**config.mk**
```make
export PLATFORM = sky130hd
export DESIGN_NAME = pending_priority_encoder
export DESIGN_NICKNAME = d
export VERILOG_FILES = /design/src/rtl/pe_pkg.sv /design/src/rtl/pe_select.sv /design/src/rtl/pending_priority_encoder.sv
export SDC_FILE = /design/constraint.sdc
export NUM_CORES = 1
export LEC_CHECK = 0
export CAP_MARGIN = 10
export CORE_UTILIZATION = 35
export DETAILED_ROUTE_END_ITERATION = 10
export DONT_BUFFER_PORTS = 1
export PLACE_DENSITY_LB_ADDON = 0.25
export SKIP_LAST_GASP = 1
export SYNTH_ARGS = -nofsm -noshare
export SYNTH_HDL_FRONTEND = slang
export SYNTH_SLANG_ARGS = --single-unit
```
**constraint.sdc**
```tcl
create_clock -name clk -period 7.5 [get_ports clk]
set_input_delay 0.75 -clock clk [delete_from_list [all_inputs] [get_ports clk]]
set_output_delay 0.75 -clock clk [all_outputs]
set_load 0.005 [all_outputs]
```
**src/rtl/pe_pkg.sv**
```systemverilog
`default_nettype none
// ============================================================================
// Module   : pe_pkg
// Purpose  : Shared types and width helpers for the pending priority encoder.
// Revision : 1.0 - initial release
// ============================================================================
package pe_pkg;

  // Arbitration policy: fixed (highest index wins) or round-robin.
  typedef enum logic {
    PE_FIXED = 1'b0,
    PE_RR    = 1'b1
  } pe_mode_e;

  // Width of a binary index into n request lines.
  function automatic int idx_width(input int n);
    return $clog2(n);
  endfunction

  // Width able to hold a count from 0 to n inclusive.
  function automatic int cnt_width(input int n);
    return $clog2(n + 1);
  endfunction

endpackage
`default_nettype wire

```
**src/rtl/pe_select.sv**
```systemverilog
`default_nettype none
// ============================================================================
// Module   : pe_select
// Purpose  : Combinational winner selection over the candidate set.
// Revision : 1.0 - initial release
// ============================================================================
module pe_select
  import pe_pkg::*;
#(
  parameter int N = 8,
  parameter int W = 3
) (
  input  logic [N-1:0] cand,
  input  logic [W-1:0] ptr,
  input  pe_mode_e     mode,
  output logic [W-1:0] idx,
  output logic         found
);

  // Fixed: last hit in an upward scan is the highest index.
  // Round-robin: scan downward over offsets so the smallest offset from ptr+1 wins.
  always_comb begin
    int j;
    j     = 0;
    idx   = '0;
    found = |cand;
    if (mode == PE_FIXED) begin
      for (int i = 0; i < N; i++) begin
        if (cand[i]) idx = W'(i);
      end
    end else begin
      for (int k = N; k >= 1; k--) begin
        j = int'(ptr) + k;
        if (j >= N) j = j - N;
        if (cand[j]) idx = W'(j);
      end
    end
  end

endmodule
`default_nettype wire

```
**src/rtl/pending_priority_encoder.sv**
```systemverilog
`default_nettype none
// ============================================================================
// Module   : pending_priority_encoder
// Purpose  : Latches one-cycle request pulses and grants them one per cycle
//            through a valid/ready output stage, fixed or round-robin order.
// Revision : 1.0 - initial release
// ============================================================================
module pending_priority_encoder
  import pe_pkg::*;
#(
  parameter int       N    = 8,
  parameter pe_mode_e MODE = PE_FIXED,
  localparam int      W    = idx_width(N),
  localparam int      CW   = cnt_width(N)
) (
  input  logic          clk,
  input  logic          rst_n,
  input  logic [N-1:0]  req_in,
  input  logic          clr,
  input  logic          out_ready,
  output logic          out_valid,
  output logic [W-1:0]  out_idx,
  output logic [N-1:0]  pending,
  output logic [CW-1:0] count,
  output logic          dup_err
);

  localparam logic [W-1:0] PTR_RST = W'(N - 1);

  logic [N-1:0]  pending_q, pending_d;
  logic          valid_q, valid_d;
  logic [W-1:0]  idx_q, idx_d;
  logic [W-1:0]  ptr_q, ptr_d;
  logic          dup_q, dup_d;
  logic [N-1:0]  cand;
  logic [W-1:0]  sel_idx;
  logic          sel_found;
  logic          can_load;
  logic [CW-1:0] count_w;

  // Arrivals are grantable in the same cycle they show up.
  assign cand     = pending_q | req_in;
  assign can_load = !valid_q || out_ready;

  pe_select #(
    .N (N),
    .W (W)
  ) u_select (
    .cand  (cand),
    .ptr   (ptr_q),
    .mode  (MODE),
    .idx   (sel_idx),
    .found (sel_found)
  );

  // Next-state: clr dominates, otherwise load/idle/hold the output stage.
  always_comb begin
    pending_d = cand;
    valid_d   = valid_q;
    idx_d     = idx_q;
    ptr_d     = ptr_q;
    dup_d     = dup_q | (|(req_in & pending_q));
    if (clr) begin
      pending_d = '0;
      valid_d   = 1'b0;
      idx_d     = '0;
      dup_d     = 1'b0;
    end else if (can_load) begin
      if (sel_found) begin
        valid_d = 1'b1;
        idx_d   = sel_idx;
        ptr_d   = sel_idx;
        for (int i = 0; i < N; i++) begin
          if (W'(i) == sel_idx) pending_d[i] = 1'b0;
        end
      end else begin
        valid_d = 1'b0;
        idx_d   = '0;
      end
    end
  end

  // State registers; reset parks ptr at N-1 so the first RR scan starts at 0.
  always_ff @(posedge clk or negedge rst_n) begin
    if (!rst_n) begin
      pending_q <= '0;
      valid_q   <= 1'b0;
      idx_q     <= '0;
      ptr_q     <= PTR_RST;
      dup_q     <= 1'b0;
    end else begin
      pending_q <= pending_d;
      valid_q   <= valid_d;
      idx_q     <= idx_d;
      ptr_q     <= ptr_d;
      dup_q     <= dup_d;
    end
  end

  // Popcount of the registered pending set.
  always_comb begin
    count_w = '0;
    for (int i = 0; i < N; i++) begin
      count_w = count_w + CW'(pending_q[i]);
    end
  end

  assign out_valid = valid_q;
  assign out_idx   = idx_q;
  assign pending   = pending_q;
  assign count     = count_w;
  assign dup_err   = dup_q;

endmodule
`default_nettype wire

```
==> results, run 1 <==
- Entering global routing, the biggest net connects 14 pins.
- IR analysis of the VDD net gives a maximum drop of 95.7 uV.
- In this run the power density over the cells is 190 nW/um2.
- The via count of the first global-routing pass came to 658.
- Of all nets on the critical path, the largest fanout is 4.
- The number of maximum-capacitance constraint violations is 0.
- The number of warnings issued by yosys is 0.
- Of the cells placed in the final design, the portion with a size suffix greater than 1 is 0.167.
- TritonCTS built the clock tree.
- The share of synthesized cell area in full adder, half adder and majority cells is 0.142.
- The average detailed-routed wire length per instance is 16.2 um.
- Including well taps, the total number of placed cells is 108.
- The first-iteration detailed-routing DRC count is 21.
- Setup repair after global routing left no endpoint under its margin.
- Before antenna repair, the detailed router went through 4 iterations.
- Synthesis produced 82 cells.
- Setup violations remaining at the end of the flow were counted as 0.
- By startpoint and endpoint, the worst setup path is classified as reg -> out.
- The worst path in the final design needs a cycle of 3.81 ns, including I/O delays and setup.
- A synthesized cell averages 10.1 um2.
- The number of clock sinks seen by CTS is 13.
- The tightest hold path in the finished design has a slack of 0.151 ns.
- The storage element area is 325 um2.
- Cell internal power was estimated by the tool at 0.000114 W.
- The global-route wire length before repair is 3050 um.
- For this configuration, the core starts out at a cell density of 0.374.
- Of the total power, registers draw 0.488.
- The insertion delay of the later-clocked pin in the worst-skew pair is 0.28 ns.
- The final clock skew is 0.00650 ns.
- The total global routing track utilization is 0.165.
- Based on the critical path, the design can be clocked at up to 263 MHz.
- The netlist uses 32 different library cells.
- The analysis attributes to net switching a power of 0.0000540 W.
- The run finished with clean final reports.
- The most frequent standard cell in the layout excluding fill and tap cells is dfrtp_1.
- The number of antenna violations at the first check in global routing is 0.
- Of the post-synthesis cell area, the part taken by muxes is 0.
- The relative contribution of combinational cells to total power is 0.250.
- The complex-gate fraction of the synthesized area is 0.207.
- The post-CTS clock slew at the launch and capture registers of the worst setup and hold paths is 0.08 ns.
- The top cell types in the final layout, fill and taps aside, are 13 x dfrtp_1, 12 x inv_1, 5 x nor2_2, 5 x nand2_1, 5 x nor2_1.
- For this block, the routed nets add up to 1820 um of wire.
- The post-CTS setup-driven buffer insertion count is 0.
- The cell leakage power is 0.370 nW.
- The fraction of the cycle the final worst path needs is 0.508.
- The final-report max-slew violation count is 0.
- After synthesis the netlist holds a flip-flop and latch count of 13.
- The port buffer count is 0.
- The detailed placer's ending HPWL is 1420 um.
- The boundary pin count is 29.
- The number of hold violations in the final report was 0.
- In this run, CTS created clock tree buffers numbering 3.
- Headroom to the max-slew limit came out at 0.772.
- The share of synthesized cell area in and, or, nand and nor gates is 0.182.
- In the routed design, unresolved DRC markers number 0.
- Fill cells in the final layout number 239.
- The weighted congestion reported at the end of routability-driven placement is 0.743.
- Counting every net in the synthesized netlist gives 101.
- At the worst endpoint, the required time is 6.75 ns.
- The number of standard cells in the final layout excluding fillers is 112.
- The detail route stage leaves a number of antenna-violating nets equal to 0.
- At the worst endpoint, the arrival time is 3.06 ns.
- The floorplan step defined a core boundary enclosing 2210 um2.
- The hold buffer count at cts is 0.
- The mapped cell area is 827 um2.
- The number of core rows is 17.
- The most critical setup path has its startpoint at pending[0].
- The final design utilization is 0.398.
- The global route total overflow is 0.
- The combinational family with the most area after synthesis is compound AO/OA/AOI/OAI gates.
- For the pin with the worst max-slew slack, the measured transition is 0.341 ns.
- STA classifies the critical path endpoint as a primary output.
- The area overhead of the layout relative to synthesis is 6.35%.
- Summing all multi-input logic gate instances after layout gives 448 um2.
- The tree is rooted in a clkbuf_4.
- The total non-filler cell area in the finished layout is 880 um2.
- The full die area is 2560 um2.
- In this run the cell area measured after placement is 853 um2.
- The total via count in the routed design is 629.
- The overall die width is 50.6 um.
- The number of gates given a new drive strength after cts is 0.
- The via count normalized by instance count is 5.62.
- Of the total power, the share spent switching nets is 0.322.
- The post-synthesis share of cell area spent on xor and xnor gates is 0.0106.
- The portion of the post-synthesis area used by sequential elements is 0.393.
- The vertical extent of the die is 50.6 um.
- 0 antenna diodes ended up in the layout.
- The startpoint of the worst-slack reg-to-reg timing path is pending[1].
- CTS built an H-tree with a depth of 1.
- After the last flow step, the layout net total stands at 104.
- The kind of start point of the critical path is a flop.
- The longest clock path from root to sink contains 2 buffers.
- The part of the power in the clock network is 0.262.
- The path class of the tightest hold or removal check is in -> async.
- The accumulated negative setup slack is 0 ns.
-- state kept, by name, indices dropped and copies added, names as in the netlist --
signal / cells
out_idx: 3
pending: 8
dup_err: 1
out_valid: 1
-- synth_stat cells --
master    number  area, um2
dfrtp_1       13        325
inv_1         12       45.0
nand2_1        5       18.8
nor2_1         5       18.8
nor2_2         5       31.3
a21oi_1        4       20.0
fa_1           4       80.1
a211oi_1       3       22.5
ha_1           3       37.5
nor3_1         3       15.0
a31oi_1        2       12.5
nand3_1        2       10.0
nor3_2         2       20.0
a211o_1        1       8.76
a211oi_2       1       12.5
a221oi_1       1       8.76
a222oi_1       1       10.0
a22o_1         1       8.76
a311oi_1       1       8.76
and3_1         1       6.26
buf_2          1       5.00
clkbuf_1       1       3.75
nand2b_1       1       6.26
nand4_1        1       6.26
nor2_4         1       11.3
nor2b_1        1       6.26
o21ai_0        1       5.00
o31a_1         1       8.76
o31ai_1        1       7.51
o31ai_4        1       21.3
o32ai_2        1       16.3
xnor2_1        1       8.76
-- per-layer routing --
layer	vias up	share of wire	global-route usage	routed length, um
li1	295	-	-	-
met3	5	0.095	0.0394	173
met5	-	0	0	0
met4	0	0.020	0.0833	36
met2	25	0.46	0.262	837
met1	304	0.42	0.208	768
-- metrics by stage --
step / worst slack [ns] / total power [W]
6_report: 3.69 / 0.000168
3_5_place_dp: 3.98 / 0.000126
4_1_cts: 3.66 / 0.000171
3_3_place_gp: 4.03 / 0.000124
2_1_floorplan: 4.10 / 0.000117
5_1_grt: 3.56 / 0.000181
-- final cells by class --
cell class,instances,share of cell area
clock buffers,4,0.0299
flip-flops and latches,13,0.370
multi-input cells,55,0.509
inverters,12,0.0512
well taps,28,0.0398
-- final timing paths --
check | slack [ns] | to | cells past startpoint
setup / recovery | 3.69 | count[2] | 9
hold reg to reg | 0.59 | out_idx[0] | 2
hold / removal | 0.15 | dup_err | 0
setup reg to reg | 6.08 | pending[3] | 4
max in group asynchronous | 7.27 | out_idx[0] | 0
min in group clk | 0.52 | pending[1] | 1
-- cells by family (layout without fill, tap and decap cells) --
logic type / Yosys count / after routing
AOI/OAI and AO/OA: 20 / 20
xor gates and xnor gates: 1 / 1
adders and majority gates: 7 / 7
buffers and inverters: 14 / 16
DFF: 13 / 13
and+or+nand+nor: 27 / 27
-- power by group through the flow --
stage	clock network, W	registers [W]	logic [W]
2_1_floorplan	0	0.0000817	0.0000357
3_3_place_gp	0	0.0000831	0.0000410
3_5_place_dp	0	0.0000833	0.0000426
4_1_cts	0.0000460	0.0000819	0.0000428
5_1_grt	0.0000485	0.0000827	0.0000500
6_report	0.0000439	0.0000817	0.0000418
-- critical path, stage by stage, from the launching register on --
cell and delay (ns):
dfrtp_1 0.44, fa_1 0.56, inv_1 0.06, fa_1 0.49
fa_1 0.41, inv_1 0.06, ha_1 0.15, inv_1 0.06
fa_1 0.37, xnor2_1 0.18
Power figures use the tool's default switching activity.
==> inputs of run 2 (changes only) <==
clock period = 4 ns   (was 7.5 ns; I/O delays follow)
==> results, run 2 (synthesis gave the netlist of run 1 again) <==
- The number of antenna violations at the first check in global routing came to 0 (unchanged).
- The H-tree depth reported by CTS is 1 (unchanged).
- The vertical extent of the die came to 50.6 um (unchanged).
- The detailed placer's ending HPWL is 1460 um (was 1420 um).
- The routed length on met2 came to 876 um (was 837 um).
- The insertion delay of the later-clocked pin in the worst-skew pair is 0.28 ns (about the same).
- The sequential share of power is 0.476 (was 0.488).
- The boundary pin count is 29 (unchanged).
- The library cell used as clock root buffer is clkbuf_4 (unchanged).
- The placed instance count was 108 (unchanged).
- The final clock skew is 0.000734 ns (was 0.00650 ns).
- The total inserted antenna cells is 0 (unchanged).
- The register-to-register setup slack is 2.60 ns (was 6.08 ns).
- The peak clock frequency supported by timing is 286 MHz.
- The detailed-routing wirelength on met1 is 820 um (was 768 um).
- The critical setup path kind was reg -> out (unchanged).
- The largest stage delay on the critical path is 0.55 ns (was 0.56 ns).
- The number of buffers inserted during clock tree synthesis is 3 (unchanged).
- The worst IR drop on VDD is 127 uV (was 95.7 uV).
- The number of core rows was 17 (unchanged).
- The startpoint of the worst-slack reg-to-reg timing path is pending[2] (was pending[1]).
- The post-placement cell area came to 853 um2 (unchanged).
- The number of maximum-capacitance constraint violations is 0 (unchanged).
- The first-iteration detailed-routing DRC count is 14 (was 21).
- The share of total power consumed by net switching is 0.334 (was 0.322).
- Counting instances, the worst hold path has a depth of 1.
- The final-stage net count is 105 (was 104).
- The maximum root-to-sink buffer count is 2 (unchanged).
- The kind of start point of the critical path is a flop (unchanged).
- The via count of the first global-routing pass is 693 (was 658).
- The gate family responsible for the most delay along the worst path was adder cells (unchanged).
- The global route total overflow is 0 (unchanged).
- The maximum fanout along the worst path is 4 (unchanged).
- Run status: finished, final reports clean (unchanged).
- Commonest cells after routing, fill and taps aside: 13 x dfrtp_1, 12 x inv_1, 5 x nor2_2, 5 x nand2_1, 5 x nor2_1 (unchanged).
- The largest net degree at the start of global routing was 14 (unchanged).
- The routed length on met3 is 136 um (was 173 um).
- The top layer used by detailed routing is met4 (unchanged).
- Worst-path cell chain: fa_1, inv_1, fa_1, fa_1, inv_1, ha_1, inv_1, fa_1, xnor2_1 (unchanged).
- The total setup violations reported at the end of the flow is 0 (unchanged).
- The number of hold violations in the final report is 0 (unchanged).
- The cell internal power dissipation came to 0.000214 W (was 0.000114 W).
- The fraction of layout instances using a drive strength above 1 is 0.165 (was 0.167).
- The overall die width was 50.6 um (unchanged).
- The area overhead of the layout relative to synthesis was 7.56% (was 6.35%).
- The capture instance of the worst register-to-register path is pending[3] (unchanged).
- The final-report max-slew violation count is 0 (unchanged).
- The cell leakage power came to 0.374 nW (was 0.370 nW).
- The via count normalized by instance count is 5.58 (was 5.62).
- For hold timing, the worst endpoint is pending[0].
- The sum of buffers and inverters on the critical path is 3 (unchanged).
- The part of the power in the clock network is 0.262 (about the same).
- The flip-flop count of the largest register, all copies and words added was 8 (unchanged).
- The CTS tree is yes (unchanged).
- The power spent charging and discharging nets is 0.000107 W (was 0.0000540 W).
- The data arrival time of the critical path is 3.10 ns (was 3.06 ns).
- The initial core utilization came to 0.374 (unchanged).
- The post-route antenna net violation count was 0 (unchanged).
- Unrepaired setup endpoints after global routing: false (unchanged).
- The placeable core region is 2210 um2 (unchanged).
- The first-pass iteration count of the detailed router is 5 (was 4).
- The total via count in the routed design was 631 (was 629).
- The worst min-delay path class is in -> reg (was in -> async).
- The number of clock sinks seen by CTS is 13 (unchanged).
- The worst setup path startpoint is pending[0] (unchanged).
- The post-CTS setup-driven buffer insertion count came to 0 (unchanged).
- The hold buffer count at cts was 1 (was 0).
- The start point of the worst hold path is clr.
- The port buffer count is 0 (unchanged).
- The wire length reported by the detailed router is 1860 um (was 1820 um).
- The relative contribution of combinational cells to total power is 0.262 (was 0.250).
- The accumulated negative setup slack is 0 ns (unchanged).
- The total non-filler cell area in the finished layout is 890 um2 (was 880 um2).
- Dividing the final minimum period by the clock period gives 0.875.
- The critical path capture point type is a primary output (unchanged).
- The total power divided by cell area is 362 nW/um2 (was 190 nW/um2).
- The number of standard cells in the final layout excluding fillers was 113 (was 112).
- The global-route wire length before repair came to 3100 um (was 3050 um).
- The average detailed-routed wire length per instance is 16.5 um (was 16.2 um).
- The slew at the pin closest to its max-slew limit is 0.623 ns (was 0.341 ns).
- The weighted congestion reported at the end of routability-driven placement is 0.737 (was 0.743).
- The depth of the worst register-to-register path is 3 (was 4).
- The post-CTS clock slew at the launch and capture registers of the worst setup and hold paths is 0.08 ns (about the same).
- For the finished layout, the period the worst path requires is 3.50 ns.
- The slowest cell on the critical path is fa_1 (unchanged).
- The cell occurring most often along the worst timing path is fa_1 (unchanged).
- The worst relative slew slack was 0.584 (was 0.772).
- The data required time at the worst endpoint is 3.60 ns (was 6.75 ns).
- The most frequent standard cell in the layout excluding fill and tap cells was dfrtp_1 (unchanged).
- The total global routing track utilization was 0.165 (unchanged).
- The DRC violation count after routing is 0 (unchanged).
- The number of gates given a new drive strength after cts is 0 (unchanged).
- The overall power of the completed layout is 0.000322 W (was 0.000168 W).
- The full die area is 2560 um2 (unchanged).
==> run 2: cell count changes in the layout (fill, tap and decap cells not counted) <==
cell           previous run  this run
dlygate4sd3_1             0         1
==> run 2: layout make-up <==
type                    instances  area (um2)
clock buffers                   4        26.3
fillers                       231        1320
inverters                      12        45.0
multi-input cells              55         448
flip-flops and latches         13         325
well taps                      28        35.0
repair buffers                  1        10.0
==> run 2: routing by layer <==
layer	vias to the layer above	GRT usage
met2	29	0.269
met3	5	0.0424
met4	0	0.0694
li1	295	-
met1	302	0.206
met5	-	0
==> run 2: power groups by stage <==
stage	clock network, W	registers, W	logic [W]
2_1_floorplan	0	0.000153	0.0000669
3_3_place_gp	0	0.000156	0.0000778
3_5_place_dp	0	0.000156	0.0000824
4_1_cts	0.0000862	0.000154	0.0000864
5_1_grt	0.0000896	0.000155	0.0000981
6_report	0.0000843	0.000153	0.0000842
==> run 2: worst register-to-register path, delay by kind of cell (launching register included) <==
family | cells | cell delay [ns]
AOI/OAI and AO/OA | 3 | 0.82
DFF | 1 | 0.48
==> run 2: metrics by stage <==
| step | worst slack, ns | hold slack [ns] | util |
|---|---|---|---|
| detailed placement | 0.786 | 0.105 | 0.386 |
| global placement | 0.847 | 0.105 | 0.386 |
| floorplan | 0.948 | 0.104 | - |
| finish | 0.501 | 0.173 | 0.402 |
| CTS | 0.478 | 0.171 | 0.402 |
| global route | 0.366 | 0.166 | 0.402 |
==> run 2: worst max-delay path by stage <==
stage / end / slack (ns) / cells past startpoint
after floorplan: count[2] / 0.95 / 9
after global placement: count[2] / 0.85 / 9
after detailed placement: count[2] / 0.79 / 9
after CTS: count[2] / 0.48 / 9
after global routing: count[2] / 0.37 / 9
final: count[2] / 0.50 / 9
